===== src/rtl/icache_refill_if.sv =====
// icache_refill_if: byte-wide memory read port shared through a req/grant arbiter.
interface icache_refill_if;
  logic memReq;
  logic memGrant;
  logic memReadEnable;
  logic [31:0] memAddrOut;
  logic [7:0] memByteIn;
  modport master(output memReq, memReadEnable, memAddrOut, input memGrant, memByteIn);
  modport slave(input memReq, memReadEnable, memAddrOut, output memGrant, memByteIn);
endinterface


===== src/rtl/icache_refill.sv =====
// icache_refill: fetches a missing cache line byte-by-byte and hands it to the cache as one pulse.
module icache_refill #(
  parameter int BLOCK_WIDTH = 4,
  parameter int BLOCK_SIZE = 2**BLOCK_WIDTH
) (
  input  logic clkIn,
  input  logic resetIn,
  input  logic missIn,
  input  logic [31:0] missAddrIn,
  icache_refill_if.master mem,
  output logic lineValid,
  output logic [31-BLOCK_WIDTH:0] lineAddr,
  output logic [BLOCK_SIZE*8-1:0] lineData,
  output logic busy
);
  localparam logic [1:0] IDLE = 2'd0, REQ = 2'd1, FETCH = 2'd2, DONE = 2'd3;
  localparam logic [BLOCK_WIDTH:0] CNT_ONE = 1;
  localparam logic [BLOCK_WIDTH:0] CNT_FULL = (BLOCK_WIDTH+1)'(BLOCK_SIZE);
  logic [1:0] state;
  logic [BLOCK_WIDTH:0] issueCnt, rxCnt;
  logic pending, issue;
  logic [BLOCK_SIZE-1:0][7:0] lineBytes;
  logic unusedLowBits;
  assign unusedLowBits = ^missAddrIn[BLOCK_WIDTH-1:0];
  assign issue = state == FETCH && mem.memGrant && issueCnt < CNT_FULL;
  assign mem.memReq = state == REQ || state == FETCH;
  assign mem.memReadEnable = issue;
  assign mem.memAddrOut = issue ? {lineAddr, issueCnt[BLOCK_WIDTH-1:0]} : '0;
  assign lineValid = state == DONE;
  assign busy = state != IDLE;
  assign lineData = lineBytes;
  // Data returns one cycle after its issue, so receive trails issue through the pending flag.
  always_ff @(posedge clkIn or negedge resetIn)
    if (!resetIn) begin
      state <= IDLE;
      issueCnt <= '0;
      rxCnt <= '0;
      pending <= 1'b0;
      lineAddr <= '0;
      lineBytes <= '0;
    end else
      case (state)
        IDLE: if (missIn) begin
          lineAddr <= missAddrIn[31:BLOCK_WIDTH];
          issueCnt <= '0;
          rxCnt <= '0;
          pending <= 1'b0;
          state <= REQ;
        end
        REQ: if (mem.memGrant) state <= FETCH;
        FETCH: begin
          issueCnt <= issue ? issueCnt + CNT_ONE : issueCnt;
          pending <= issue;
          if (pending) begin
            lineBytes[rxCnt[BLOCK_WIDTH-1:0]] <= mem.memByteIn;
            rxCnt <= rxCnt + CNT_ONE;
            if (rxCnt == CNT_FULL - CNT_ONE) state <= DONE;
          end
        end
        default: state <= IDLE;
      endcase
endmodule


===== src/flat_wrapper.sv =====
// flat-port wrapper written by rule: the top's interface ports become plain ports
module icache_refill_flat 
#(
  parameter int BLOCK_WIDTH = 4,
  parameter int BLOCK_SIZE = 2**BLOCK_WIDTH
)
  (clkIn, resetIn, missIn, missAddrIn, lineValid, lineAddr, lineData, busy, mem_memReq, mem_memReadEnable, mem_memAddrOut, mem_memGrant, mem_memByteIn);
  icache_refill_if mem_i ();
  input  logic clkIn;
  input  logic resetIn;
  input  logic missIn;
  input  logic [31:0] missAddrIn;
  output logic lineValid;
  output logic [31-BLOCK_WIDTH:0] lineAddr;
  output logic [BLOCK_SIZE*8-1:0] lineData;
  output logic busy;
  output wire logic [$bits(mem_i.memReq)-1:0] mem_memReq;
  output wire logic [$bits(mem_i.memReadEnable)-1:0] mem_memReadEnable;
  output wire logic [$bits(mem_i.memAddrOut)-1:0] mem_memAddrOut;
  input wire logic [$bits(mem_i.memGrant)-1:0] mem_memGrant;
  input wire logic [$bits(mem_i.memByteIn)-1:0] mem_memByteIn;
  assign mem_memReq = mem_i.memReq;
  assign mem_memReadEnable = mem_i.memReadEnable;
  assign mem_memAddrOut = mem_i.memAddrOut;
  assign mem_i.memGrant = mem_memGrant;
  assign mem_i.memByteIn = mem_memByteIn;
  icache_refill #(.BLOCK_WIDTH(BLOCK_WIDTH), .BLOCK_SIZE(BLOCK_SIZE)) u_core (.clkIn(clkIn), .resetIn(resetIn), .missIn(missIn), .missAddrIn(missAddrIn), .mem(mem_i), .lineValid(lineValid), .lineAddr(lineAddr), .lineData(lineData), .busy(busy));
endmodule

===== config.mk =====
export PLATFORM = sky130hd
export DESIGN_NAME = icache_refill_flat
export DESIGN_NICKNAME = d
export VERILOG_FILES = /design/src/rtl/icache_refill_if.sv /design/src/rtl/icache_refill.sv /design/src/flat_wrapper.sv
export SDC_FILE = /design/constraint.sdc
export NUM_CORES = 1
export LEC_CHECK = 0
export BUFFER_PORTS_ARGS = -buffer_cell sky130_fd_sc_hd__buf_2
export CELL_PAD_IN_SITES_DETAIL_PLACEMENT = 0
export CELL_PAD_IN_SITES_GLOBAL_PLACEMENT = 1
export CORE_MARGIN = 3
export CORE_UTILIZATION = 40
export DETAILED_ROUTE_END_ITERATION = 10
export PLACE_DENSITY = 0.82
export SLEW_MARGIN = 0
export SYNTH_ARGS = -nofsm -noshare
export SYNTH_HDL_FRONTEND = slang
export SYNTH_SLANG_ARGS = --single-unit

===== constraint.sdc =====
create_clock -name clkIn -period 2.1 [get_ports clkIn]
set_input_delay 0 -clock clkIn [delete_from_list [all_inputs] [get_ports clkIn]]
set_output_delay 0 -clock clkIn [all_outputs]
set_load 0.02 [all_outputs]

==> results.yml, run 1 <==
yosys:
  synth_async_sr_flop_share: 1.000
  synth-adder-area-share: 0.01787
  netlist_area_um2: 7000
  syn_inst: 470
  synth.net_count: 524
  synthSimpleGateAreaFrac: 0.08776
  synthXorXnorAreaFrac: 0
  avgSynthCellArea_um2: 14.89
  synth_ff_type: "dfrtp_1"
  muxShareOfSynthArea: 0.2554
  synth_compound_area_frac: 0.01644
  ys_ff_latch: 169
  synth_cell_types: 38
  synth_top_family_by_area: "multiplexers"
  synth_edf_count: 0
  yosysWarnings: 0
  synth_seq_area_share: 0.6041
detailed_routing:
  viasPerCell: 4.912
  drtPass1Iterations: 4
  drt-total-wl_um: 18360
  drc: 0
  dr_total_vias: 4789
  drt-wirelength-per-cell_um: 18.83
  first_iter_violations: 248
  antenna_left: 0
cts:
  clock-root-buffer: "clkbuf_16"
  tritoncts: "done"
  cts.htree.levels: 4
  path_clk_slew_ns: 0.06
  clock_latency_ns: 0.42
  cts_made_buffers: 17
  cts_buffer_depth: 2
  cts_num_sinks: 169
floorplanning:
  initial_core_util: 0.4148
  core_um2: 16880
  fp.dieW_um: 138.3
  die_area_um2: 19120
  fp.dieH_um: 138.3
  io_pins: 236
  rows: 47
power_and_ir_drop:
  p_leak_uw: 0.004721
  total_power_uw: 12880
  power.density_nw_per_um2: 1362
  ir_worst_vdd_mv: 0.7116
global_routing:
  gr-total-overflow: 0
  antenna_found_initial: 0
  grt_usage: 0.1938
  grt_first_pass_wirelength_um: 29200
  grt_pass1_vias: 5195
  grt_max_degree: 77
place:
  gp_congestion: 0.7896
  port_buffers: 231
  hpwl_um: 12780
  dp_slack_ns: 0.08815
timing:
  finalClockSkew_ns: 0.008258
  worst_pin_slew_ns: 0.7052
  drv_slew: 0
  post-route-period-util: 0.9352
  setup-violations-final: 0
  maxSlewHeadroom: 0.5299
  fmax_ghz: 0.5092
  final-hold-violation-count: 0
  setup-tns-final_ns: 0
  rsz0062_at_grt: "false"
  fin_crit_ns: 1.964
  setup_slack_ns: 0.1362
worst_setup_path:
  cp_data_arrival_time_ns: 1.96
  worstSetupPathType: "register to primary output"
  critical_path.cell_chain: "inv_2, ha_4, buf_6, and3b_2, buf_12, and2_1, clkbuf_4"
  cp.required_ns: 2.10
  cpPeakStageDelay_ns: 0.41
  crit_path_start_kind: "register"
  crit_slowest_cell: "dfrtp_1"
  end_kind: "primary output"
  r2r_setup_slack_ns: 0.20
  critPathMaxFanout: 17
  crit_family: "buffers and inverters"
  worst-path-buf-inv: 4
layout:
  drive_above_1_share: 0.6026
  synthToLayoutAreaGrowth_pct: 35.12
  fin_nets: 796
  final_util: 0.5605
  antenna_cells: 0
flow_run:
  max_cap_viol_count: 0
hold_path:
  hold_path.class: "input pin to register"
run_status:
  status: "complete, no violations"
==> cells by family after synthesis <==
| kind of cell | after synthesis |
|---|---|
| flops | 169 |
| fa+ha+maj | 10 |
| compound gates | 18 |
| mux | 159 |
| buf+inv | 28 |
| simple gates | 86 |
==> sequential cells by signal, indices dropped and copies added, names as in the netlist <==
signal and cells:
u_core.issueCnt 5, u_core.lineAddr 28, u_core.lineData 128, u_core.pending 1, u_core.rxCnt 5, u_core.state 2
==> worst register-to-register path: cells and delay by family (launching register included) <==
family	cells	cell delay, ns
adders and majority gates	1	0.14
buffers and inverters	2	0.24
DFF	1	0.41
muxes	1	0.40
and+or+nand+nor	2	0.60
==> cell usage after synthesis (2+ instances only) <==
cell / count / area (µm²)
inv_1: 8 / 30.03
nand2_2: 6 / 37.54
nor2_2: 2 / 12.51
nor3_1: 3 / 15.01
nand2_4: 8 / 90.09
mux2_2: 152 / 1712
dfrtp_1: 169 / 4229
mux2_1: 5 / 56.30
nand2_1: 12 / 45.04
nand3_1: 6 / 30.03
ha_1: 10 / 125.1
clkbuf_1: 11 / 41.29
buf_6: 2 / 22.52
o21ai_0: 8 / 40.04
mux2i_1: 2 / 20.02
buf_2: 7 / 35.03
a21oi_1: 2 / 10.01
a22o_1: 3 / 26.28
and2_1: 33 / 206.5
nor2_8: 2 / 40.04
nor2b_1: 2 / 12.51
==> through the flow <==
step                      cell area (µm²)  std cells  hold slack, ns
after floorplan                      7000        470         -0.2956
after global placement               8452        911         0.06518
after detailed placement             8452        911         0.08040
after CTS                            9410        972         0.02792
after global routing                 9459        975         0.06827
final                                9459        975         0.04714
==> cells in the final DEF (no fill, tap or decap), drive strengths merged <==
cell type and count:
a21oi 2, a22o 3, and2 33, and3 1, and3b 1, buf 242
bufinv 4, clkbuf 21, clkinv 4, clkinvlp 1, dfrtp 169, dlygate4sd3 29
ha 10, inv 12, mux2 157, mux2i 2, nand2 26, nand2b 3
nand3 7, nand3b 1, nand4 1, nor2 6, nor2b 2, nor3 4
nor3b 1, o2111ai 1, o211ai 1, o21ai 8, o21bai 1, o22ai 1
o2bb2ai 1
==> report_power, final <==
| part | switching, µW | internal (µW) |
|---|---|---|
| logic | 2730 | 1890 |
| registers | 679 | 4210 |
| clock network | 1300 | 2070 |
==> per-layer routing <==
| layer | global-route usage | vias up | part of all wire |
|---|---|---|---|
| li1 | - | 2173 | - |
| met1 | 0.2475 | 2408 | 0.43 |
| met2 | 0.3212 | 191 | 0.49 |
| met3 | 0.06077 | 17 | 0.070 |
| met4 | 0.05304 | 0 | 0.012 |
| met5 | 0 | - | 0 |
==> repair_timing <==
| action | 4_1_cts | 5_1_grt |
|---|---|---|
| pin swaps | 0 | 1 |
| hold endpoints to repair | 102 | 0 |
| buffers inserted | 0 | 2 |
| hold buffers | 29 | 0 |
| resized for setup | 7 | 3 |
| setup endpoints to repair | 33 | 32 |
| cloned | 0 | 1 |
==> layout make-up <==
class                           count  area (µm²)
Clock buffer                       19       452.9
Clock inverter                     13       188.9
Fill cell                        1398        7418
Inverter                            8       30.03
Multi-Input combinational cell    273        2656
Sequential cell                   169        4229
Tap cell                          220       275.3
Timing Repair Buffer              273        1627
==> final timing paths <==
kind / start / end / cells after the start
min in group asynchronous: resetIn / u_core.lineData[54]$_DFFE_PN0P_ / 2
setup / recovery: u_core.state[0]$_DFFE_PN0P_ / mem_memAddrOut[1] / 7
max in group asynchronous: resetIn / u_core.lineData[67]$_DFFE_PN0P_ / 3
hold reg to reg: u_core.lineData[84]$_DFFE_PN0P_ / u_core.lineData[84]$_DFFE_PN0P_ / 1
setup reg to reg: u_core.state[0]$_DFFE_PN0P_ / u_core.lineData[34]$_DFFE_PN0P_ / 6
hold / removal: mem_memGrant / u_core.state[0]$_DFFE_PN0P_ / 4
Note: power is estimated with default switching activity, not from simulation.
==> run 2: changes to the inputs <==
--- a/config.mk
+++ b/config.mk
@@ -11,6 +11,7 @@
 export CORE_MARGIN = 3
 export CORE_UTILIZATION = 40
 export DETAILED_ROUTE_END_ITERATION = 10
+export GPL_ROUTABILITY_DRIVEN = 1
 export PLACE_DENSITY = 0.82
 export SLEW_MARGIN = 0
 export SYNTH_ARGS = -nofsm -noshare
==> constraint.sdc (replaced) <==
create_clock -name clkIn -period 1.95 [get_ports clkIn]
set_input_delay 0 -clock clkIn [delete_from_list [all_inputs] [get_ports clkIn]]
set_output_delay 0 -clock clkIn [all_outputs]
set_load 0.02 [all_outputs]
==> results.yml, run 2 (same netlist as run 1, synthesis figures left out) <==
worst_setup_path:
  cp.required_ns: 1.95
  end_kind: "primary output"
  cp-startpoint: "u_core.state[0]$_DFFE_PN0P_"
  critPathMaxFanout: 33
  rr_startpoint: "u_core.state[1]$_DFFE_PN0P_"
  reg2reg_to: "u_core.state[1]$_DFFE_PN0P_"
  cp_data_arrival_time_ns: 1.82
  r2r_setup_slack_ns: 0.14
  crit_path_start_kind: "register"
  rr_worst_depth: 6
  worstSetupPathType: "register to primary output"
detailed_routing:
  drt-total-wl_um: 18150
  first_iter_violations: 170
  drt-wirelength-per-cell_um: 18.54
  drtPass1Iterations: 4
  dr_total_vias: 4825
  antenna_left: 0
  drc: 0
  viasPerCell: 4.928
hold_path:
  hp-start: "missIn"
  hold_path.class: "input pin to register"
  hold_path_depth: 3
  whs_endpoint: "u_core.issueCnt[4]$_DFFE_PN0P_"
place:
  gp_congestion: 0.7861
  hpwl_um: 12880
  port_buffers: 231
  dp_slack_ns: 0.02299
  dp.cells: 916
layout:
  regArea_um2: 4229
  antenna_cells: 0
  final_common_cell: "buf_2"
  synthToLayoutAreaGrowth_pct: 34.73
  largest_register_ffs: 128
  final_cells: 979
  drive_above_1_share: 0.6047
  multiInputGateArea_um2: 2656
  num-fill-cells: 1404
  fin_nets: 800
  most-common-layout-cells: "230 x buf_2, 169 x dfrtp_1, 152 x mux2_2"
power_and_ir_drop:
  seq_power_share: 0.387
  ir_worst_vdd_mv: 0.7956
  power.density_nw_per_um2: 1438
  pwr-share-comb: 0.367
  power_switching_uw: 5058
  internal-power_uw: 8507
  p_leak_uw: 0.004715
  swShare: 0.3729
  clkPwrFrac: 0.246
timing:
  fin_crit_ns: 1.821
  post-route-period-util: 0.9339
  rsz0062_at_grt: "false"
  worst_pin_slew_ns: 0.5956
  drv_slew: 0
  setup-violations-final: 0
  setup-tns-final_ns: 0
  maxSlewHeadroom: 0.6029
  fmax_ghz: 0.5491
  setup_slack_ns: 0.1289
  final-hold-violation-count: 0
  finalClockSkew_ns: 0.01090
cts:
  path_clk_slew_ns: 0.06
  cts_num_sinks: 169
  cts_buffer_depth: 2
  clock_latency_ns: 0.42
  tritoncts: "done"
  clock-root-buffer: "clkbuf_16"
  cts.htree.levels: 4
  cts_made_buffers: 17
run_status:
  status: "complete, no violations"
floorplanning:
  die_area_um2: 19120
  rows: 47
  io_pins: 236
  core_um2: 16880
  initial_core_util: 0.4148
  fp.dieH_um: 138.3
  fp.dieW_um: 138.3
flow_run:
  max_cap_viol_count: 0
global_routing:
  grt_max_degree: 59
  antenna_found_initial: 0
  gr-total-overflow: 0
  grt_usage: 0.1911
  grt_pass1_vias: 5282
  grt_first_pass_wirelength_um: 29250
[run 2: cell count changes in the layout (fill, tap and decap cells not counted), sizes merged]
cell,previous run,this run
bufinv,4,2
inv,12,15
buf,242,248
clkbuf,21,17
clkinv,4,5
[run 2: final cells by class]
class | count | share of cell area
multi-input combinational | 273 | 0.2816
sequential | 169 | 0.4484
timing repair buffer | 277 | 0.1755
inverter | 8 | 0.003184
clock inverter | 15 | 0.01698
clock buffer | 17 | 0.04510
tap | 220 | 0.02919
[run 2: how the worst max path moves through the flow]
stage,to
2_1_floorplan,u_core.state[1]$_DFFE_PN0P_
3_3_place_gp,u_core.issueCnt[3]$_DFFE_PN0P_
3_5_place_dp,u_core.issueCnt[3]$_DFFE_PN0P_
4_1_cts,mem_memAddrOut[0]
5_1_grt,u_core.state[1]$_DFFE_PN0P_
6_report,mem_memAddrOut[10]
[run 2: timing repair]
item                       CTS  global route
hold buffers                29             0
setup endpoints to repair   34             0
setup buffers                3             0
gates resized for setup      4             0
hold endpoints to repair    83             0
[run 2: worst max-delay path, stage by stage, from the launching register on]
cell,delay [ns]
dfrtp_1,0.41
inv_2,0.11
ha_4,0.17
and3b_2,0.24
buf_12,0.17
and2_1,0.14
buf_2,0.17
[run 2: per-stage QoR]
step	hold WS [ns]	area (µm²)	power, µW	util
4_1_cts	0.06430	9432	13690	0.5588
6_report	0.1006	9432	13570	0.5588
5_1_grt	0.1220	9432	14290	0.5588
2_1_floorplan	-0.2956	7000	8300	-
3_5_place_dp	0.03548	8514	10190	0.5045
3_3_place_gp	0.01481	8514	10030	0.5045
[run 2: power groups by stage]
stage	combinational, µW	sequential, µW	clock [µW]
floorplan	2010	6290	0
global route	5340	5380	3560
finish	4980	5250	3330
CTS	5040	5250	3410
global placement	4810	5220	0
detailed placement	4900	5280	0
[run 2: per-layer routing]
layer / vias to the layer above / track usage / wire length [µm]
li1: 2190 / - / -
met1: 2434 / 0.2377 / 7536
met2: 187 / 0.3273 / 9080
met3: 14 / 0.06043 / 1353
met4: 0 / 0.04524 / 178
met5: - / 0 / 0
==> run 3: changes to the inputs <==
--- a/config.mk
+++ b/config.mk
@@ -12,7 +12,7 @@
 export CORE_UTILIZATION = 40
 export DETAILED_ROUTE_END_ITERATION = 10
 export GPL_ROUTABILITY_DRIVEN = 1
-export PLACE_DENSITY = 0.82
+export PLACE_DENSITY_LB_ADDON = 0.1
 export SLEW_MARGIN = 0
 export SYNTH_ARGS = -nofsm -noshare
 export SYNTH_HDL_FRONTEND = slang
==> constraint.sdc (replaced) <==
create_clock -name clkIn -period 1.95 [get_ports clkIn]
set_input_delay 0 -clock clkIn [delete_from_list [all_inputs] [get_ports clkIn]]
set_output_delay 0 -clock clkIn [all_outputs]
set_load 0.1 [all_outputs]
==> results.yml, run 3 (same netlist as run 1, synthesis figures left out) <==
run_status:
  status: "complete, no violations"
detailed_routing:
  viasPerCell: 4.884
  drtPass1Iterations: 6
  antenna_left: 0
  wl_met1_um: 7315
  wl_met3_um: 1169
  dr_total_vias: 4796
  top_layer: "met4"
  drt-total-wl_um: 17620
  drt-wirelength-per-cell_um: 17.94
  drc: 0
  first_iter_violations: 132
  dr_wl_met2_um: 8938
place:
  port_buffers: 231
  gp_congestion: 0.7844
  dpl_cell_area_um2: 9080
  dp.cells: 919
  hpwl_um: 12750
timing:
  setup-tns-final_ns: 0
  final-hold-violation-count: 0
  finalClockSkew_ns: 0.008087
  setup-violations-final: 0
  fmax_ghz: 0.5370
  drv_slew: 0
  rsz0062_at_grt: "true"
  whs_ns: 0.06557
  worst_pin_slew_ns: 0.6116
  maxSlewHeadroom: 0.5923
  fin_crit_ns: 1.862
  post-route-period-util: 0.9549
layout:
  final_cell_area_um2: 9987
  num-fill-cells: 1338
  antenna_cells: 0
  fin_nets: 804
  drive_above_1_share: 0.6365
  synthToLayoutAreaGrowth_pct: 42.66
  most-common-layout-cells: "197 x buf_2, 169 x dfrtp_1, 152 x mux2_2"
  final_cells: 982
  largest_register_ffs: 128
  final_common_cell: "buf_2"
floorplanning:
  initial_core_util: 0.4148
  fp.dieH_um: 138.3
  io_pins: 236
  die_area_um2: 19120
  fp.dieW_um: 138.3
  core_um2: 16880
  rows: 47
worst_setup_path:
  cp_data_arrival_time_ns: 1.86
  r2r_setup_slack_ns: 0.16
  crit_slowest_cell: "dfrtp_1"
  cpPeakStageDelay_ns: 0.39
  end_kind: "primary output"
  crit_path_start_kind: "register"
  critPathMaxFanout: 16
  cp.required_ns: 1.95
  critical_path.cell_chain: "inv_2, ha_4, and3b_2, clkbuf_16, and2_2, buf_12"
  worstSetupPathType: "register to primary output"
global_routing:
  gr-total-overflow: 0
  grt_usage: 0.1866
  grt_first_pass_wirelength_um: 28430
  grt_max_degree: 63
  antenna_found_initial: 0
  grt_pass1_vias: 5058
cts:
  cts_num_sinks: 169
  cts.htree.levels: 4
  cts_buffer_depth: 2
  clock_latency_ns: 0.42
  clock-root-buffer: "clkbuf_16"
  cts_made_buffers: 17
  tritoncts: "done"
  path_clk_slew_ns: 0.06
flow_run:
  max_cap_viol_count: 0
hold_path:
  hold_path.class: "input pin to register"
## run 3: changes by cell type in the layout (fill, tap and decap cells not counted), moves of 2 or more
| cell | previous run | this run |
|---|---|---|
| buf_2 | 230 | 197 |
| buf_4 | 11 | 15 |
| clkbuf_1 | 0 | 7 |
| and2_1 | 33 | 4 |
| clkinv_2 | 4 | 0 |
| inv_6 | 6 | 1 |
| buf_12 | 6 | 38 |
| and2_4 | 0 | 10 |
| clkinvlp_4 | 1 | 3 |
| and2_2 | 0 | 19 |
## run 3: worst paths after layout
| kind | start | end | depth (start not counted) |
|---|---|---|---|
| max reg2reg | u_core.state[0]$_DFFE_PN0P_ | u_core.lineData[33]$_DFFE_PN0P_ | 7 |
| max in group asynchronous | resetIn | u_core.lineData[61]$_DFFE_PN0P_ | 3 |
| min | missIn | u_core.issueCnt[4]$_DFFE_PN0P_ | 3 |
| min in group asynchronous | resetIn | u_core.lineData[11]$_DFFE_PN0P_ | 2 |
| min reg2reg | u_core.lineData[84]$_DFFE_PN0P_ | u_core.lineData[84]$_DFFE_PN0P_ | 1 |
| max | u_core.state[0]$_DFFE_PN0P_ | mem_memAddrOut[26] | 6 |
## run 3: final cells by class
cell class                      count  area [µm²]  share of cell area
Sequential cell                   169        4229              0.4235
Multi-Input combinational cell    273        2710              0.2714
Timing Repair Buffer              281        2186              0.2189
Clock buffer                       25       465.4             0.04660
Tap cell                          220       275.3             0.02756
Clock inverter                      6       91.34            0.009146
Inverter                            8       30.03            0.003007
## run 3: timing repair
item,4_1_cts,5_1_grt
pin swaps,0,1
hold buffers,29,0
gates cloned,0,1
resized for setup,3,3
endpoints found under the hold margin,86,0
setup endpoints to repair,54,35
setup buffers,1,1
## run 3: critical path: cells and delay by family, from the launching register on
kind                     cells  cell delay (ns)
adder cells (fa/ha/maj)      1             0.14
buffers and inverters        3             0.46
flip-flops                   1             0.39
AND/OR/NAND/NOR              2             0.45
## run 3: layer usage
layer  GRT usage  vias up
li1            -     2208
met1      0.2300     2425
met2      0.3168      147
met3     0.06423       16
met4     0.04628        0
met5           0        -
## run 3: stage by stage
step | util | worst slack (ns)
final | 0.5917 | 0.08791
after global routing | 0.5917 | -0.01224
after CTS | 0.5894 | 0.05012
after detailed placement | 0.5380 | -0.03228
after global placement | 0.5380 | 0.03578
after floorplan | - | 0.1223
Power of run 3 is not shown: default switching activity piles up to over one toggle a cycle in this logic, so the estimate is an artifact.
